==> src/rtl/onc_fetch_queue.sv <==
// Instruction prefetch queue: issues sequential fetches under a credit rule and buffers
// returned instructions with their addresses until decode accepts them.
module onc_fetch_queue #(
   parameter int          ADDR_W   = 16,
   parameter int          INST_W   = 16,
   parameter int          DEPTH    = 4,
   parameter int unsigned RESET_PC = 0
) (
   input  logic                       clock,
   input  logic                       n_rst,
   input  logic                       en,
   output logic [ADDR_W-1:0]          imem_addr,
   output logic                       imem_rd,
   input  logic [INST_W-1:0]          imem_din,
   input  logic                       br_en,
   input  logic [ADDR_W-1:0]          br_target,
   output logic [INST_W-1:0]          id_inst,
   output logic [ADDR_W-1:0]          id_pc,
   output logic                       id_valid,
   input  logic                       id_ready,
   output logic [$clog2(DEPTH):0]     q_count
);

   localparam int PW = $clog2(DEPTH);

   logic [ADDR_W-1:0] pc_reg;
   logic [ADDR_W-1:0] inflight_pc_reg;
   logic              inflight_reg;
   logic [PW-1:0]     wr_ptr_reg;
   logic [PW-1:0]     rd_ptr_reg;
   logic [PW:0]       count_reg;

   logic [INST_W-1:0] inst_mem [DEPTH];
   logic [ADDR_W-1:0] pc_mem   [DEPTH];

   logic              redirect;
   logic              issue;
   logic              push;
   logic              pop;
   logic [PW+1:0]     credit;

   // Occupancy plus the outstanding fetch; an issue is allowed only if its return has a free slot.
   assign credit   = {1'b0, count_reg} + {{(PW+1){1'b0}}, inflight_reg};
   assign redirect = en & br_en;
   assign issue    = n_rst & en & ~br_en & (credit < (PW+2)'(DEPTH));
   assign push     = inflight_reg & ~redirect;
   assign pop      = id_valid & id_ready & en & ~br_en;

   assign imem_addr = pc_reg;
   assign imem_rd   = issue;
   assign q_count   = count_reg;
   assign id_valid  = (count_reg != '0);
   assign id_inst   = id_valid ? inst_mem[rd_ptr_reg] : '0;
   assign id_pc     = id_valid ? pc_mem[rd_ptr_reg]   : '0;

   always_ff @(posedge clock or negedge n_rst) begin
      if (!n_rst) begin
         pc_reg          <= ADDR_W'(RESET_PC);
         inflight_pc_reg <= '0;
         inflight_reg    <= 1'b0;
         wr_ptr_reg      <= '0;
         rd_ptr_reg      <= '0;
         count_reg       <= '0;
      end else if (redirect) begin
         // Returning data for the old stream is dropped along with the queue.
         pc_reg       <= br_target;
         inflight_reg <= 1'b0;
         wr_ptr_reg   <= '0;
         rd_ptr_reg   <= '0;
         count_reg    <= '0;
      end else begin
         if (issue) begin
            pc_reg          <= pc_reg + 1'b1;
            inflight_pc_reg <= pc_reg;
            inflight_reg    <= 1'b1;
         end else if (inflight_reg) begin
            inflight_reg <= 1'b0;
         end
         if (push) begin
            wr_ptr_reg <= wr_ptr_reg + 1'b1;
         end
         if (pop) begin
            rd_ptr_reg <= rd_ptr_reg + 1'b1;
         end
         case ({push, pop})
            2'b10:   count_reg <= count_reg + 1'b1;
            2'b01:   count_reg <= count_reg - 1'b1;
            default: count_reg <= count_reg;
         endcase
      end
   end

   // Entry storage needs no reset: occupancy gates every read.
   always_ff @(posedge clock) begin
      if (push) begin
         inst_mem[wr_ptr_reg] <= imem_din;
         pc_mem[wr_ptr_reg]   <= inflight_pc_reg;
      end
   end

endmodule

==> config.mk <==
export PLATFORM = sky130hd
export DESIGN_NAME = onc_fetch_queue
export DESIGN_NICKNAME = d
export VERILOG_FILES = /design/src/rtl/onc_fetch_queue.sv
export SDC_FILE = /design/constraint.sdc
export NUM_CORES = 1
export LEC_CHECK = 0
export ABC_AREA = 1
export CELL_PAD_IN_SITES_DETAIL_PLACEMENT = 1
export CELL_PAD_IN_SITES_GLOBAL_PLACEMENT = 1
export CORE_UTILIZATION = 39
export DETAILED_ROUTE_END_ITERATION = 10
export HOLD_SLACK_MARGIN = 0.06
export PLACE_DENSITY_LB_ADDON = 0.1
export REMOVE_ABC_BUFFERS = 1
export SLEW_MARGIN = 20
export SYNTH_ARGS = -nofsm -noshare
export SYNTH_HDL_FRONTEND = slang
export SYNTH_SLANG_ARGS = --single-unit
export TNS_END_PERCENT = 10
==> constraint.sdc <==
create_clock -name clock -period 2.8 [get_ports clock]
set_clock_uncertainty 0.2 [all_clocks]
set_input_delay 0.56 -clock clock [delete_from_list [all_inputs] [get_ports clock]]
set_output_delay 0.56 -clock clock [all_outputs]
set_load 0.1 [all_outputs]
==> run metrics <==
outcome=finished, final reports clean; synthesized flop and latch total=168; Placed Instance Area=8610 um^2; # setup viols final=0; die area=18800 um^2; Hold Violations, Final=0; FF-to-FF Start=q_count[1]; Initial Utilization=40.5%; detailed-route DRC error count=0; GPL Wtd Cong=0.778; post-synth top area share=54.1%; RSZ-0062 raised after global routing=true; setup_tns=0 ns; f_max=362 MHz; Worst Path Arrival=2.00 ns; top-count cell post-synth=nor2_1; worst slew pin tran=0.587 ns; Ant. Diodes=0; Area growth syn-to-layout=29.6%; routed wl met3=621 um; R2R Path End=q_count[2]; post-synth cell types=32; Worst Path Required=2.04 ns; fraction of layout cells with a size suffix above 1=15.7%; post-CTS setup buffer count=0; critical path class=reg2out; DR vias/cell=5.08; global-route wire length before repair=27500 um; Async S/R FF share, synth=23.8%; routed length per instance=17.3 um; Hold Crit Class=in2async; top cells by count, synth=nor2_1, edfxtp_1, nand2_1, o21ai_0, dfrtp_1; CTS tree=done; GRT Total Usage=19.8%; Highest Signal Layer=met4; Vias=5071; Crit Path Max Fanout=46; Die Span Y=137 um; Regs by FF count=inst_mem x64, pc_mem x64; die width=137 um; pin count of the biggest net entering global routing=47; register area share after synthesis=68.2%; Syn Area/Cell=10.6 um^2; design area=9210 um^2; vias in the first global route=5379; WL final=17200 um; CTS buffer count=17; Post-synth EDFFs=128; antenna viol nets, final=0; Slew headroom=60.8%; Synth Flop Type=edfxtp_1; clk slew on worst S/H paths=0.06 ns; CTS max path bufs=2; Yosys warnings=0; final slew viol count=0; r2r worst-path depth=9; H-Tree Depth=4; I/O Pins=90; crit start category=flip-flop; setup slack, reg-to-reg=0.74 ns; Initial DRT Pass Iterations=4; PortBufs=89; row cnt=48; part of the cycle the worst path needs=98.6%; core box area=17500 um^2; CP endpoint=id_pc[4]; top cells by area, synth=edfxtp_1, dfrtp_1, nor2_1, nand2_1, o21ai_0; # fillers=1871; wl on met1=7590 um; Mapped Area=7110 um^2; CTS resizes=3; initial antenna violation count=0; Crit. End Element=output port; hpwl dp=10800 um; cts hold-fix bufs=0; MaxCap Viol Count=0; 1st-iter DRT viols=270; beginning of the critical path=rd_ptr_reg[0]; GRT overflow=0; Syn Inst Count=668; CTS Sinks=168; cell taking the most area after synthesis=edfxtp_1; Layout Nets=804; Routed met2 length=8780 um; Clock Latency Late Sink=0.42 ns; post-route minimum period=2.76 ns; Root Buffer Master=clkbuf_16
-- cell type report --
cell class                 instances  area [um^2]  share of cell area, %
clock buffer                      19          433                   4.70
clock inverter                    12          128                   1.39
inverter                          35          131                   1.43
multi-input combinational        433         2010                   21.8
sequential                       168         4850                   52.6
tap                              225          282                   3.06
timing repair buffer             106         1390                   15.1
-- per-layer routing --
layer / vias up / GRT usage, %
met5: - / 0
met4: 0 / 7.08
met3: 20 / 3.89
met2: 112 / 34.7
met1: 2486 / 24.2
li1: 2453 / -
-- cells in the final DEF (no fill, tap or decap), types with 2 or more instances in the layout --
master           netlist  layout
nand4_1                5       5
nand2_2                2       2
inv_2                  4       4
nand3b_1               2       2
ha_1                   5       5
a21oi_1               34      29
o211ai_1               3       3
o21ai_1               20      20
a21oi_2                1       6
clkdlybuf4s50_1        0      35
nor2_1               160     156
o22ai_1                2       2
dfrtp_1               40      39
inv_1                 31      31
edfxtp_1             128     128
clkbuf_16              0      17
buf_4                  7      27
nor2_2                 2       2
nor2_4                 1       5
clkinvlp_4             0       5
clkbuf_1              12       2
o21ai_0               71      71
nand3_1               18      18
bufinv_16              0       2
nand2_1               99      99
clkinv_1               0       2
buf_12                 0      39
buf_6                  2       3
-- critical path: stages (launching register included) --
cell and delay (ns):
dfrtp_2 0.44, inv_2 0.20, buf_12 0.25, o21ai_0 0.12, a21oi_1 0.33, buf_12 0.22
-- per-stage QoR --
| stage | std cells | worst slack, ns | hold slack [ns] | utilization [%] |
|---|---|---|---|---|
| final | 998 | 0.0394 | 0.0794 | 52.5 |
| after floorplan | 636 | -2.00 | 0.0644 | - |
| after CTS | 998 | 0.0270 | 0.105 | 52.4 |
| after global routing | 998 | -0.0125 | 0.126 | 52.5 |
| after global placement | 967 | 0.292 | 0.295 | 49.1 |
| after detailed placement | 967 | 0.203 | 0.310 | 49.1 |
-- cells by family (layout without fill, tap and decap cells) --
| family | count (synthesis) | in the layout | share of synthesized area (%) |
|---|---|---|---|
| compound gates | 133 | 133 | 9.72 |
| flops | 168 | 168 | 68.2 |
| buf+inv | 67 | 172 | 4.30 |
| simple gates | 292 | 292 | 16.4 |
| xor+xnor | 2 | 2 | 0.247 |
| fa+ha+maj | 6 | 6 | 1.16 |
-- worst min path at each step --
stage | end | slack (ns)
4_1_cts | imem_addr[15] | 0.10
2_1_floorplan | imem_addr[0] | 0.06
5_1_grt | imem_addr[15] | 0.13
6_report | imem_addr[15] | 0.08
3_3_place_gp | pc_mem[3][8] | 0.29
3_5_place_dp | pc_mem[3][8] | 0.31
Power is left out: the tool's default activity adds up to more than one toggle a clock period on the data nets, which glitch-free logic cannot reach.
==> RTL change 1, RTL diff (config.mk and constraints unchanged) <==
Set the parameter `ADDR_W` to 15 (it was 16).
--- a/src/rtl/onc_fetch_queue.sv
+++ b/src/rtl/onc_fetch_queue.sv
@@ -2,5 +2,5 @@
 // returned instructions with their addresses until decode accepts them.
 module onc_fetch_queue #(
-   parameter int          ADDR_W   = 16,
+   parameter int          ADDR_W   = 15,
    parameter int          INST_W   = 16,
    parameter int          DEPTH    = 4,
Interface: changed (resized br_target, id_pc and imem_addr); port bits go from 90 to 87. No check against the original RTL was run, so the function may have changed too.
==> RTL change 1 against the original RTL <==
Count of clock-buffer cells in the layout is the same; highest routed layer unchanged; routed wire length grew 1.6%; sequential cell count shrank 6; hold slack lost 0.035 ns; first-iteration DRC count shrank 3.7%; critical endpoint is now id_pc[1]; synthesized area shrank 3.4%; non-clock buffer count grew 5; worst setup slack gained 0.030 ns; cell area shrank 1.2%.
==> RTL change 1: results (changes against the original RTL) <==
status=complete, no violations; pin count of the biggest net entering global routing=39 (-17%); CP max FO=8 (-83%); biggest regs=inst_mem (64), pc_mem (60); asr flop ratio synth=23.5% (-0.35 points); Initial DRC Count=260 (-3.7%); vias in the first global route=5,347 (-0.59%); hpwl dp=11,300 um (+4.1%); first-pass GRT wire length=28,100 um (+2.2%); post-cts resize count=10 (+7); drt wl/cell=17.8 um (+3.1%); GRT Total Usage=20.6% (+0.76 points); Max transition margin=66.5% (+5.6 points); EDFF count, synth=124 (-3.1%); share of cells above drive strength 1=20.3% (+4.7 points); Vias=5,026 (-0.89%); WP data arrival=1.97 ns (-0.03 ns); post-synthesis sequential area ratio=68.1% (-0.093 points); Net count, final=789 (-1.9%); Synth Area in XOR/XNOR=0.255% (+0.0086 points); Netlist cell types=30 (-6.3%); most instantiated cells after synthesis=nor2_1 (151), edfxtp_1 (124), nand2_1 (95), o21ai_0 (62), dfrtp_1 (38); placed cell area=0.00835 mm2 (-3.1%); Post-Synth Adder-Cell Area=1.20% (+0.041 points); number of setup buffers added after CTS=1 (+1); RD Place Congestion=0.770 (-1.1%)
[RTL change 1: cell count changes after synthesis, moves of 3 or more]
cell,delta
nor2_1,-9
o21ai_0,-9
nand3_1,+8
edfxtp_1,-4
nand2_1,-4
o21ai_1,+4
inv_1,+3
[RTL change 1: metrics by stage]
step	hold WS, ns	cells	total power, mW	util [%]
floorplan	0.0644	617	5.19	-
global placement	0.295	949	6.38	48.4
detailed placement	0.318	949	6.46	48.4
CTS	0.0738	980	8.89	52.2
global route	0.0907	983	9.25	52.8
finish	0.0441	983	8.90	52.8
[RTL change 1: per-layer routing]
layer,vias to the layer above,GRT usage (%),share of wire (%)
met5,-,0,0
met3,12,3.57,3.1
met1,2536,24.4,42
li1,2384,-,-
met2,94,37.6,54
met4,0,6.87,0.91
[RTL change 1: worst paths after layout]
kind | from | to | slack [ns] | cells past startpoint
setup / recovery | q_count[0] | id_pc[1] | 0.07 | 6
hold / removal | n_rst | imem_addr[13] | 0.04 | 2
setup reg to reg | q_count[0] | q_count[2] | 0.61 | 10
hold reg to reg | inflight_pc_reg[1] | pc_mem[1][1] | 0.33 | 0
max in group asynchronous | n_rst | rd_ptr_reg[0] | 1.96 | 2
min in group clock | inflight_pc_reg[1] | pc_mem[1][1] | 0.33 | 0
[RTL change 1: critical path: stages (launching register included)]
cell	delay, ns
dfrtp_2	0.41
inv_1	0.09
nand3_2	0.15
clkinvlp_4	0.20
buf_4	0.23
a21oi_1	0.25
buf_12	0.22
[RTL change 1: area by class of cell]
cell class,count,area [um2]
clock buffer,19,433
clock inverter,11,164
fill,1817,8130
inverter,38,151
multi-input combinational,417,2020
sequential,162,4680
tap,225,282
timing repair buffer,111,1380
==> RTL change 2, RTL diff (config.mk and constraints unchanged) <==
Without the edit above. Reset style: synchronous (`n_rst`), changed in one clocked block.
--- a/src/rtl/onc_fetch_queue.sv
+++ b/src/rtl/onc_fetch_queue.sv
@@ -54,5 +54,5 @@
    assign id_pc     = id_valid ? pc_mem[rd_ptr_reg]   : '0;
 
-   always_ff @(posedge clock or negedge n_rst) begin
+   always_ff @(posedge clock) begin
       if (!n_rst) begin
          pc_reg          <= ADDR_W'(RESET_PC);
Check against the original RTL: differs if n_rst is asserted again (counterexample within 4 cycles, from zero or initial values and one cycle with n_rst low); with n_rst held inactive, the same outputs for 4 cycles.
==> RTL change 2 against the original RTL <==
Non-clock buffer count increased by 2; synthesized cell count increased by 2.1%; register-to-register slack got worse by 0.13 ns; sequential cell count increased by 2; routed wire length increased by 4.8%; worst setup slack improved by 0.041 ns; cell area increased by 0.11%; synthesized area decreased by 1.0%; die area decreased by 0.99%; critical path type unchanged.
==> RTL change 2: results (changes against the original RTL) <==
status=complete, no violations; worst-margin pin slew=0.516 ns (-0.0710 ns); multi-input combinational area share=22.7% (+0.89 points); most instantiated cells after synthesis=nor2_1 (159), edfxtp_1 (128), nand2_1 (80), o21ai_0 (78), a21oi_1 (57); WP data arrival=1.96 ns (-0.04 ns); first-pass GRT wire length=28,400 um (+3.3%); Reg2Reg Depth=11 (+2); Worst Setup EP=id_inst[1]; CP max FO=32 (-30%); post-cts resize count=2 (-1); vias in the first global route=5,503 (+2.3%); share of cells above drive strength 1=16.8% (+1.2 points); RD Place Congestion=0.793 (+1.9%); Multi-In Gates=436 (+0.69%); drt wl/cell=17.8 um (+3.0%); Non-clk bufs=108 (+1.9%); Clock power frac=41.6%; FF+latch area=0.00469 mm2 (-3.3%); Filler cells=1,890 (+1.0%); hpwl dp=11,100 um (+2.1%); top post-synthesis cells by area=edfxtp_1 (55%), dfxtp_1 (12%), nor2_1 (8.5%), o21ai_0 (5.5%), nand2_1 (4.3%); Crit Path Category=reg -> out; layout clock buffer count=17 (-2); Seq pwr share=49.7%; ClkCell Share=6.38% (+0.29 points); Net count, final=821 (+2.1%); Hold WC Path Type=reg -> reg; R2R Path Start=q_count[1]; Synth Area in XOR/XNOR=0.747% (+0.50 points); pin count of the biggest net entering global routing=51 (+8.5%); post-synthesis sequential area ratio=66.6% (-1.6 points); non-clock inverter count in the final layout=44 (+26%); Initial DRC Count=273 (+1.1%); GR Util met3=3.95% (+0.063 points); RR Endpoint=q_count[2]; mux share of post-synthesis cell area=0% (unchanged); Post-Synth Adder-Cell Area=1.35% (+0.19 points); GRT Total Usage=20.6% (+0.77 points); asr flop ratio synth=0% (-24 points); Netlist cell types=33 (+3.1%); reg-to-reg slack, setup=0.61 ns (-0.13 ns); Seq cells post-synth=170 (+1.2%)
## RTL change 2: cell count changes in the layout (fill, tap and decap cells not counted), moves of 9 or more
cell     delta
dfrtp_1    -39
dfxtp_1    +41
o21ai_1    -18
a21oi_1    +23
inv_1       +9
nand2_1    -19
## RTL change 2: through the flow
| step | hold WS, ns | cells | worst slack (ns) | area, um2 |
|---|---|---|---|---|
| 6_report | 0.299 | 1015 | 0.0806 | 9220 |
| 5_1_grt | 0.317 | 1015 | -0.0362 | 9220 |
| 4_1_cts | 0.302 | 1015 | 0.0516 | 9210 |
| 3_5_place_dp | 0.286 | 982 | 0.0682 | 8580 |
| 3_3_place_gp | 0.276 | 982 | 0.153 | 8580 |
| 2_1_floorplan | 0.255 | 650 | -2.04 | 6890 |
## RTL change 2: routing by layer
layer,up-vias,part of all wire [%]
met4,0,1.3
met2,109,51
met3,17,3.4
met5,-,0
li1,2499,-
met1,2610,44
